### src/rtl/gol_gen_scheduler_pkg.sv
// Shared constants, FSM encoding and cell addressing for the Game of Life scheduler.
package gol_pkg;

  localparam int BOARD_N = 16;
  localparam int ROW_W   = 16;
  localparam int CELLS   = BOARD_N * ROW_W;

  typedef enum logic [1:0] {
    ST_IDLE,
    ST_WAIT,
    ST_COMPUTE,
    ST_COMMIT
  } state_t;

  // Flat bit index of cell (r,c) in the 256-bit board vector (r*16 + c).
  function automatic logic [7:0] cell_idx(input logic [3:0] r, input logic [3:0] c);
    return {r, c};
  endfunction

endpackage

### src/rtl/gol_gen_scheduler_if.sv
// Command/status bundle between the user-control side and the generation scheduler.
interface gol_gen_scheduler_if;
  import gol_pkg::*;

  logic                   run_toggle_i;
  logic                   step_i;
  logic                   clear_i;
  logic                   load_i;
  logic [3:0]             row_sel_i;
  logic [ROW_W-1:0]       row_data_i;
  logic [1:0]             speed_i;
  logic [CELLS-1:0]       board_o;
  logic [15:0]            generation_o;
  logic                   running_o;
  logic                   busy_o;
  logic                   gen_done_o;

  // Command source (user controls / bench).
  modport master (
    output run_toggle_i, step_i, clear_i, load_i, row_sel_i, row_data_i, speed_i,
    input  board_o, generation_o, running_o, busy_o, gen_done_o
  );

  // Scheduler side.
  modport slave (
    input  run_toggle_i, step_i, clear_i, load_i, row_sel_i, row_data_i, speed_i,
    output board_o, generation_o, running_o, busy_o, gen_done_o
  );

endinterface

### src/rtl/gol_gen_scheduler_row_next.sv
// Combinational next-generation row: each cell looks at its 8 neighbours
// across three rows, with columns wrapping around the board edge.
module gol_row_next
  import gol_pkg::*;
(
  input  logic [ROW_W-1:0] row_up,
  input  logic [ROW_W-1:0] row_cur,
  input  logic [ROW_W-1:0] row_dn,
  output logic [ROW_W-1:0] row_nxt
);

  generate
    for (genvar gi = 0; gi < ROW_W; gi++) begin : g_cell
      localparam int CL = (gi + ROW_W - 1) % ROW_W;
      localparam int CR = (gi + 1) % ROW_W;
      logic [3:0] cnt;

      // Live-neighbour count, 0..8.
      assign cnt = 4'(row_up[CL]) + 4'(row_up[gi]) + 4'(row_up[CR])
                 + 4'(row_cur[CL])                 + 4'(row_cur[CR])
                 + 4'(row_dn[CL]) + 4'(row_dn[gi]) + 4'(row_dn[CR]);

      // Birth on 3, survival on 2 or 3.
      assign row_nxt[gi] = (cnt == 4'd3) | (row_cur[gi] & (cnt == 4'd2));
    end
  endgenerate

endmodule

### src/rtl/gol_gen_scheduler.sv
// Game of Life generation scheduler: owns the board, arbitrates user commands
// against the periodic tick, computes the next board row by row into a shadow
// buffer and commits it in a single cycle.
module gol_gen_scheduler
  import gol_pkg::*;
#(
  parameter int TICK_CYCLES = 25_000_000
)(
  input  logic                 clk,
  input  logic                 rst_n,
  gol_gen_scheduler_if.slave   bus
);

  localparam int PW = $clog2(TICK_CYCLES + 1);
  localparam logic [PW-1:0] TICK_W = PW'(TICK_CYCLES);

  state_t            state_reg,     state_next;
  logic [CELLS-1:0]  board_reg,     board_next;
  logic [CELLS-1:0]  shadow_reg,    shadow_next;
  logic [15:0]       generation_reg, gen_next;
  logic              running_reg,   running_next;
  logic              gen_done_reg,  gen_done_next;
  logic              tick_reg,      tick_next;
  logic [PW-1:0]     prescaler_reg, prescaler_next;
  logic [3:0]        row_idx_reg,   row_idx_next;

  logic [PW-1:0]     period;
  logic [PW:0]       presc_inc;
  logic [3:0]        row_up_idx, row_dn_idx;
  logic [ROW_W-1:0]  row_new;

  // Tick period shrinks by powers of two with speed; compare is >= so a
  // period drop below the current count fires on the next cycle.
  assign period     = TICK_W >> bus.speed_i;
  assign presc_inc  = {1'b0, prescaler_reg} + {{PW{1'b0}}, 1'b1};

  // Neighbouring rows wrap vertically through 4-bit arithmetic.
  assign row_up_idx = row_idx_reg - 4'd1;
  assign row_dn_idx = row_idx_reg + 4'd1;

  gol_row_next u_row_next (
    .row_up  (board_reg[cell_idx(row_up_idx,  4'd0) +: ROW_W]),
    .row_cur (board_reg[cell_idx(row_idx_reg, 4'd0) +: ROW_W]),
    .row_dn  (board_reg[cell_idx(row_dn_idx,  4'd0) +: ROW_W]),
    .row_nxt (row_new)
  );

  // Next-state and datapath decisions; every target defaults to hold.
  always_comb begin
    state_next     = state_reg;
    board_next     = board_reg;
    shadow_next    = shadow_reg;
    gen_next       = generation_reg;
    running_next   = running_reg;
    prescaler_next = prescaler_reg;
    row_idx_next   = row_idx_reg;
    tick_next      = 1'b0;
    gen_done_next  = 1'b0;

    case (state_reg)
      ST_IDLE: begin
        if (bus.clear_i) begin
          board_next = '0;
          gen_next   = '0;
        end else if (bus.load_i) begin
          board_next[cell_idx(bus.row_sel_i, 4'd0) +: ROW_W] = bus.row_data_i;
        end else if (bus.run_toggle_i) begin
          running_next   = 1'b1;
          prescaler_next = '0;
          state_next     = ST_WAIT;
        end else if (bus.step_i) begin
          row_idx_next = '0;
          state_next   = ST_COMPUTE;
        end
      end

      ST_WAIT: begin
        if (bus.clear_i) begin
          board_next     = '0;
          gen_next       = '0;
          prescaler_next = '0;
        end else if (bus.run_toggle_i) begin
          running_next   = 1'b0;
          prescaler_next = '0;
          state_next     = ST_IDLE;
        end else if (tick_reg) begin
          // Registered tick costs one re-entry cycle before compute starts.
          row_idx_next = '0;
          state_next   = ST_COMPUTE;
        end else if (presc_inc >= {1'b0, period}) begin
          prescaler_next = '0;
          tick_next      = 1'b1;
        end else begin
          prescaler_next = presc_inc[PW-1:0];
        end
      end

      ST_COMPUTE, ST_COMMIT: begin
        if (bus.clear_i) begin
          // Abort: nothing from the half-built shadow survives.
          board_next     = '0;
          shadow_next    = '0;
          gen_next       = '0;
          row_idx_next   = '0;
          prescaler_next = '0;
          state_next     = running_reg ? ST_WAIT : ST_IDLE;
        end else begin
          if (bus.run_toggle_i) begin
            running_next = ~running_reg;
          end
          if (state_reg == ST_COMPUTE) begin
            shadow_next[cell_idx(row_idx_reg, 4'd0) +: ROW_W] = row_new;
            row_idx_next = row_idx_reg + 4'd1;
            if (row_idx_reg == 4'(BOARD_N - 1)) begin
              state_next = ST_COMMIT;
            end
          end else begin
            board_next     = shadow_reg;
            gen_next       = generation_reg + 16'd1;
            gen_done_next  = 1'b1;
            prescaler_next = '0;
            state_next     = running_next ? ST_WAIT : ST_IDLE;
          end
        end
      end

      default: state_next = ST_IDLE;
    endcase
  end

  // FSM state register.
  always_ff @(posedge clk or negedge rst_n) begin
    if (!rst_n) begin
      state_reg <= ST_IDLE;
    end else begin
      state_reg <= state_next;
    end
  end

  // Board, shadow, counters and status registers.
  always_ff @(posedge clk or negedge rst_n) begin
    if (!rst_n) begin
      board_reg      <= '0;
      shadow_reg     <= '0;
      generation_reg <= '0;
      running_reg    <= 1'b0;
      gen_done_reg   <= 1'b0;
      tick_reg       <= 1'b0;
      prescaler_reg  <= '0;
      row_idx_reg    <= '0;
    end else begin
      board_reg      <= board_next;
      shadow_reg     <= shadow_next;
      generation_reg <= gen_next;
      running_reg    <= running_next;
      gen_done_reg   <= gen_done_next;
      tick_reg       <= tick_next;
      prescaler_reg  <= prescaler_next;
      row_idx_reg    <= row_idx_next;
    end
  end

  assign bus.board_o      = board_reg;
  assign bus.generation_o = generation_reg;
  assign bus.running_o    = running_reg;
  assign bus.busy_o       = (state_reg == ST_COMPUTE) || (state_reg == ST_COMMIT);
  assign bus.gen_done_o   = gen_done_reg;

endmodule

### src/flat_wrapper.sv
// flat-port wrapper written by rule: the top's interface ports become plain ports
module gol_gen_scheduler_flat import gol_pkg::*;
#(
  parameter int TICK_CYCLES = 25_000_000
)
  (clk, rst_n, bus_run_toggle_i, bus_step_i, bus_clear_i, bus_load_i, bus_row_sel_i, bus_row_data_i, bus_speed_i, bus_board_o, bus_generation_o, bus_running_o, bus_busy_o, bus_gen_done_o);
  gol_gen_scheduler_if bus_i ();
  input  logic clk;
  input  logic rst_n;
  input wire logic [$bits(bus_i.run_toggle_i)-1:0] bus_run_toggle_i;
  input wire logic [$bits(bus_i.step_i)-1:0] bus_step_i;
  input wire logic [$bits(bus_i.clear_i)-1:0] bus_clear_i;
  input wire logic [$bits(bus_i.load_i)-1:0] bus_load_i;
  input wire logic [$bits(bus_i.row_sel_i)-1:0] bus_row_sel_i;
  input wire logic [$bits(bus_i.row_data_i)-1:0] bus_row_data_i;
  input wire logic [$bits(bus_i.speed_i)-1:0] bus_speed_i;
  output wire logic [$bits(bus_i.board_o)-1:0] bus_board_o;
  output wire logic [$bits(bus_i.generation_o)-1:0] bus_generation_o;
  output wire logic [$bits(bus_i.running_o)-1:0] bus_running_o;
  output wire logic [$bits(bus_i.busy_o)-1:0] bus_busy_o;
  output wire logic [$bits(bus_i.gen_done_o)-1:0] bus_gen_done_o;
  assign bus_i.run_toggle_i = bus_run_toggle_i;
  assign bus_i.step_i = bus_step_i;
  assign bus_i.clear_i = bus_clear_i;
  assign bus_i.load_i = bus_load_i;
  assign bus_i.row_sel_i = bus_row_sel_i;
  assign bus_i.row_data_i = bus_row_data_i;
  assign bus_i.speed_i = bus_speed_i;
  assign bus_board_o = bus_i.board_o;
  assign bus_generation_o = bus_i.generation_o;
  assign bus_running_o = bus_i.running_o;
  assign bus_busy_o = bus_i.busy_o;
  assign bus_gen_done_o = bus_i.gen_done_o;
  gol_gen_scheduler #(.TICK_CYCLES(TICK_CYCLES)) u_core (.clk(clk), .rst_n(rst_n), .bus(bus_i));
endmodule
### config.mk
export PLATFORM = sky130hd
export DESIGN_NAME = gol_gen_scheduler_flat
export DESIGN_NICKNAME = d
export VERILOG_FILES = /design/src/rtl/gol_gen_scheduler_pkg.sv /design/src/rtl/gol_gen_scheduler_if.sv /design/src/rtl/gol_gen_scheduler_row_next.sv /design/src/rtl/gol_gen_scheduler.sv /design/src/flat_wrapper.sv
export SDC_FILE = /design/constraint.sdc
export NUM_CORES = 2
export LEC_CHECK = 0
export ABC_CLOCK_PERIOD_IN_PS = 9700
export BUFFER_PORTS_ARGS = -buffer_cell sky130_fd_sc_hd__buf_2
export CAP_MARGIN = 10
export CELL_PAD_IN_SITES_DETAIL_PLACEMENT = 1
export CELL_PAD_IN_SITES_GLOBAL_PLACEMENT = 2
export CORE_ASPECT_RATIO = 1.75
export CORE_MARGIN = 2
export CORE_UTILIZATION = 43
export DETAILED_ROUTE_END_ITERATION = 10
export PLACE_DENSITY_LB_ADDON = 0.1
export SETUP_SLACK_MARGIN = 0.2
export SKIP_CTS_REPAIR_TIMING = 1
export SYNTH_ARGS = -nofsm -noshare
export SYNTH_HDL_FRONTEND = slang
export SYNTH_HIERARCHICAL = 1
export SYNTH_SLANG_ARGS = --single-unit
### constraint.sdc
create_clock -name clk -period 9.7 [get_ports clk]
set_input_delay 1.94 -clock clk [delete_from_list [all_inputs] [get_ports clk]]
set_output_delay 1.94 -clock clk [all_outputs]
set_load 0.03 [all_outputs]
==> metrics.log <==
INFO  metric count_of_buffers_inserted_at_the_top_level_ports = 302
INFO  metric nature_of_the_critical_path_endpoint = register
INFO  metric p_seq_share = 28.1%
INFO  metric dp_cells = 4083
INFO  metric clk_root_buffer_cell = sky130_fd_sc_hd__clkbuf_16
INFO  metric cpPeakStageDelay = 1.10 ns
INFO  metric cts-buffers-inserted = 56
INFO  metric max_slew_margin = 17.01%
INFO  metric max-cap-violations = 0
INFO  metric routedWlPerCell = 34.79 um
INFO  metric worstHoldPathCells = 1
INFO  metric post-route-util = 49.15%
INFO  metric async_sr_flop_fraction = 100.0%
INFO  metric fin_nets = 3290
INFO  metric cts.path.max_buffers = 3
INFO  metric path_buf_inv = 4
INFO  metric ys_ff_latch = 562
INFO  metric maximum_fanout_along_the_worst_path = 86
INFO  metric grt.met1_usage = 41.52%
INFO  metric synth_area_per_cell = 11.11 sq um
INFO  metric net_switching_component_of_the_power = 0.006116 W
INFO  metric r2r_cells = 16
INFO  metric path_cells = inv_1, ha_4, buf_4, mux4_2, mux4_2, inv_1, fa_1, fa_1, fa_1, inv_1, ha_1, fa_1, or2_1, a21oi_1, and2_1, a22o_1
INFO  metric place_congestion = 0.9570
INFO  metric top_usage_layer = met2
INFO  metric power.switching_fraction = 49.64%
INFO  metric grt_setup_unrepaired = false
INFO  metric p_int = 0.006205 W
INFO  metric worst_setup_path_startpoint = u_core/row_idx_reg[0]$_DFFE_PN0P_
INFO  metric critical_path_class = register to register
INFO  metric drtAntennaViolNets = 0
INFO  metric first_iter_violations = 2448
INFO  metric grt_antenna_before_repair = 8
INFO  metric wire_length_of_the_first_global_routing_pass = 209300 um
INFO  metric pre_cts_setup_slack = 1.930 ns
INFO  metric combinationalPowerShare = 53.4%
INFO  metric synth-warning-count = 6
INFO  metric timing_max_transition_violations_final = 0
INFO  metric status = completed
INFO  metric critical_path.slowest_cell = sky130_fd_sc_hd__ha_4
INFO  metric synth.yosys.seq_area_share = 42.80%
INFO  metric skew = 0.05911 ns
INFO  metric path_depth = 16
INFO  metric power.leakage = 16.37 nW
INFO  metric syn2layout_area_growth = 13.60%
INFO  metric clkTransAtPathRegs = 0.08 ns
INFO  metric rows = 134
INFO  metric critPathMostFrequentCell = sky130_fd_sc_hd__fa_1
INFO  metric synth_flop_type = sky130_fd_sc_hd__dfrtp_1
INFO  metric number_of_iterations_in_the_first_detailed_routing_pass = 5
INFO  metric gr-usage-all-layers = 37.33%
INFO  metric post-layout-total-power = 0.01232 W
INFO  metric worstHoldPathType = register to register
INFO  metric final-instance-count-excl-fill = 4186
INFO  metric report.final.hold_viol_count = 0
INFO  metric drc = 0
INFO  metric holdCritStartpoint = u_core/shadow_reg[170]$_DFFE_PN0P_
INFO  metric detail_route.wirelength = 145600 um
INFO  metric reg2reg_from = u_core/row_idx_reg[0]$_DFFE_PN0P_
INFO  metric powerDensity = 330.1 nW/um^2
INFO  metric avgViaCountPerCell = 6.545
INFO  metric final.min_clock_period = 7.890 ns
INFO  metric synth_enable_flop_cells = 0
INFO  metric maximum_clock_frequency = 126.7 MHz
INFO  metric ys_types = 66
INFO  metric synth.net_count = 3126
INFO  metric io_pins = 303
INFO  metric starting_density_of_the_core = 43.26%
INFO  metric htreeDepth = 2
INFO  metric timing.critical_path.from_type = register
INFO  metric grt.met2_usage = 61.19%
INFO  metric setup_slack = 1.810 ns
INFO  metric clock_power_share = 18.5%
INFO  metric die_height = 369.7 um
INFO  metric worstPathArrival = 8.46 ns
INFO  metric tightestPinTransition = 1.245 ns
INFO  metric min_period_over_period = 81.34%
INFO  metric cts_tree = done
INFO  metric die_width = 213.0 um
INFO  metric grt_start_max_net_pins = 168
INFO  metric crit_family = adder cells
INFO  metric synthCells = 2958
INFO  metric clock-sinks = 562
INFO  metric overflow = 0
INFO  metric via_count = 27400
INFO  metric required_time_at_the_worst_slack_endpoint = 10.27 ns
INFO  metric share_of_post_route_cells_with_drive_strength_above_1 = 24.08%
INFO  metric clock_insertion_delay_worst_skew = 0.68 ns
INFO  metric met3_track_demand_over_resource_in_global_routing = 6.001%
INFO  metric mappedNetlistArea = 32860 sq um
INFO  metric fin_tns_setup = 0 ns
INFO  metric die-area = 78730 sq um
INFO  metric report.final.setup_viol = 0
INFO  metric coreArea = 75950 sq um
INFO  metric grt_pass1_vias = 28990
INFO  metric dp.final_hpwl = 109400 um
INFO  metric peakVddDrop = 0.2193 mV
worst register-to-register path: stages (launching register included):
cell	delay (ns)
sky130_fd_sc_hd__dfrtp_4	0.73
sky130_fd_sc_hd__inv_1	0.24
sky130_fd_sc_hd__ha_4	1.10
sky130_fd_sc_hd__buf_4	0.64
sky130_fd_sc_hd__mux4_2	0.44
sky130_fd_sc_hd__mux4_2	0.51
sky130_fd_sc_hd__inv_1	0.14
sky130_fd_sc_hd__fa_1	0.45
sky130_fd_sc_hd__fa_1	0.46
sky130_fd_sc_hd__fa_1	0.49
sky130_fd_sc_hd__inv_1	0.05
sky130_fd_sc_hd__ha_1	0.22
sky130_fd_sc_hd__fa_1	0.44
sky130_fd_sc_hd__or2_1	0.22
sky130_fd_sc_hd__a21oi_1	0.93
sky130_fd_sc_hd__and2_1	0.49
sky130_fd_sc_hd__a22o_1	0.22
logic make-up (layout without fill, tap and decap cells):
logic type / Yosys count / after routing / share of synthesized area (%)
other: 0 / 2 / 0
AO/OA/AOI/OAI: 925 / 925 / 19.31
XOR/XNOR: 31 / 31 / 0.8263
buffers and inverters: 404 / 610 / 4.725
AND/OR/NAND/NOR: 651 / 651 / 8.948
flip-flops: 562 / 562 / 42.80
adder cells (fa/ha/maj): 140 / 140 / 6.793
multiplexers: 245 / 245 / 16.60
cell usage in the layout, fill, tap and decap left out, types with 22 or more instances in the layout:
cell	Yosys	layout
sky130_fd_sc_hd__fa_1	64	64
sky130_fd_sc_hd__buf_2	20	301
sky130_fd_sc_hd__nand2_1	163	163
sky130_fd_sc_hd__dfrtp_1	562	559
sky130_fd_sc_hd__buf_4	1	75
sky130_fd_sc_hd__nand3_1	43	43
sky130_fd_sc_hd__nor2_1	284	262
sky130_fd_sc_hd__nand2b_1	22	22
sky130_fd_sc_hd__ha_1	76	75
sky130_fd_sc_hd__clkbuf_16	0	56
sky130_fd_sc_hd__o21ai_0	100	100
sky130_fd_sc_hd__a22o_1	254	254
sky130_fd_sc_hd__a21oi_1	274	270
sky130_fd_sc_hd__inv_1	129	129
sky130_fd_sc_hd__a22oi_1	256	256
sky130_fd_sc_hd__and2_1	35	35
sky130_fd_sc_hd__mux4_2	240	240
cell usage after synthesis, types with 4 or more instances:
| cell | number | area [sq um] |
|---|---|---|
| sky130_fd_sc_hd__or2_0 | 8 | 50.05 |
| sky130_fd_sc_hd__a21o_1 | 9 | 67.56 |
| sky130_fd_sc_hd__mux2i_1 | 5 | 50.05 |
| sky130_fd_sc_hd__o21bai_1 | 6 | 45.04 |
| sky130_fd_sc_hd__o21ai_0 | 100 | 500.5 |
| sky130_fd_sc_hd__inv_1 | 129 | 484.2 |
| sky130_fd_sc_hd__xnor2_1 | 16 | 140.1 |
| sky130_fd_sc_hd__a22oi_1 | 256 | 1922 |
| sky130_fd_sc_hd__fa_1 | 64 | 1281 |
| sky130_fd_sc_hd__buf_1 | 52 | 195.2 |
| sky130_fd_sc_hd__nand4_1 | 11 | 68.82 |
| sky130_fd_sc_hd__nor2_1 | 284 | 1066 |
| sky130_fd_sc_hd__ha_1 | 76 | 950.9 |
| sky130_fd_sc_hd__a22o_1 | 254 | 2225 |
| sky130_fd_sc_hd__and2_1 | 35 | 219.0 |
| sky130_fd_sc_hd__nand3_1 | 43 | 215.2 |
| sky130_fd_sc_hd__mux4_2 | 240 | 5405 |
| sky130_fd_sc_hd__or2_1 | 8 | 50.05 |
| sky130_fd_sc_hd__buf_2 | 20 | 100.1 |
| sky130_fd_sc_hd__nor2b_1 | 10 | 62.56 |
| sky130_fd_sc_hd__nand2_1 | 163 | 611.8 |
| sky130_fd_sc_hd__or3_1 | 14 | 87.58 |
| sky130_fd_sc_hd__nand2b_1 | 22 | 137.6 |
| sky130_fd_sc_hd__a21oi_1 | 274 | 1371 |
| sky130_fd_sc_hd__dfrtp_1 | 562 | 14060 |
| sky130_fd_sc_hd__clkbuf_1 | 200 | 750.7 |
| sky130_fd_sc_hd__nor3_1 | 20 | 100.1 |
| sky130_fd_sc_hd__and3_1 | 9 | 56.30 |
| sky130_fd_sc_hd__a31oi_1 | 4 | 25.02 |
| sky130_fd_sc_hd__nor3b_1 | 5 | 37.54 |
| sky130_fd_sc_hd__xor2_1 | 15 | 131.4 |
power groups by stage:
stage               sequential, W  combinational [W]  clock (W)
finish                    0.00346            0.00658    0.00228
global route              0.00346            0.00709    0.00240
CTS                       0.00344            0.00654    0.00232
detailed placement        0.00348            0.00650          0
global placement          0.00346            0.00624          0
floorplan                 0.00344            0.00383          0
final cells by class:
cell class | instances | area [sq um]
Antenna cell | 2 | 5.005
Fill cell | 8157 | 38620
Inverter | 130 | 488.0
Sequential cell | 562 | 14070
Clock inverter | 20 | 299.0
Tap cell | 1020 | 1276
Multi-Input combinational cell | 1992 | 17470
Timing Repair Buffer | 380 | 2136
Clock buffer | 80 | 1582
per-stage QoR:
stage                     instance area [sq um]  hold slack, ns
final                                     37330          0.4993
after global routing                      37320          0.5122
after CTS                                 37310          0.5044
after detailed placement                  35430          0.4827
after global placement                    35420          0.4824
after floorplan                           32860          0.4662
routing by layer:
layer | routed length [um] | vias to the layer above
met1 | 50640 | 14460
met5 | 45 | -
met2 | 70310 | 1209
met4 | 15900 | 6
met3 | 8739 | 382
li1 | - | 11340
path summary, 6_finish.rpt:
check                                                               to  slack, ns
worst max-delay path                 u_core/shadow_reg[75]$_DFFE_PN0P_       1.81
worst min-delay path                u_core/shadow_reg[170]$_DFFE_PN0P_       0.50
worst max register to register       u_core/shadow_reg[75]$_DFFE_PN0P_       1.81
worst min register to register      u_core/shadow_reg[170]$_DFFE_PN0P_       0.50
max in group asynchronous           u_core/shadow_reg[170]$_DFFE_PN0P_       6.15
min in group asynchronous       u_core/bus.generation_o[5]$_DFFE_PN0P_       1.34
Power figures use the tool's default switching activity.
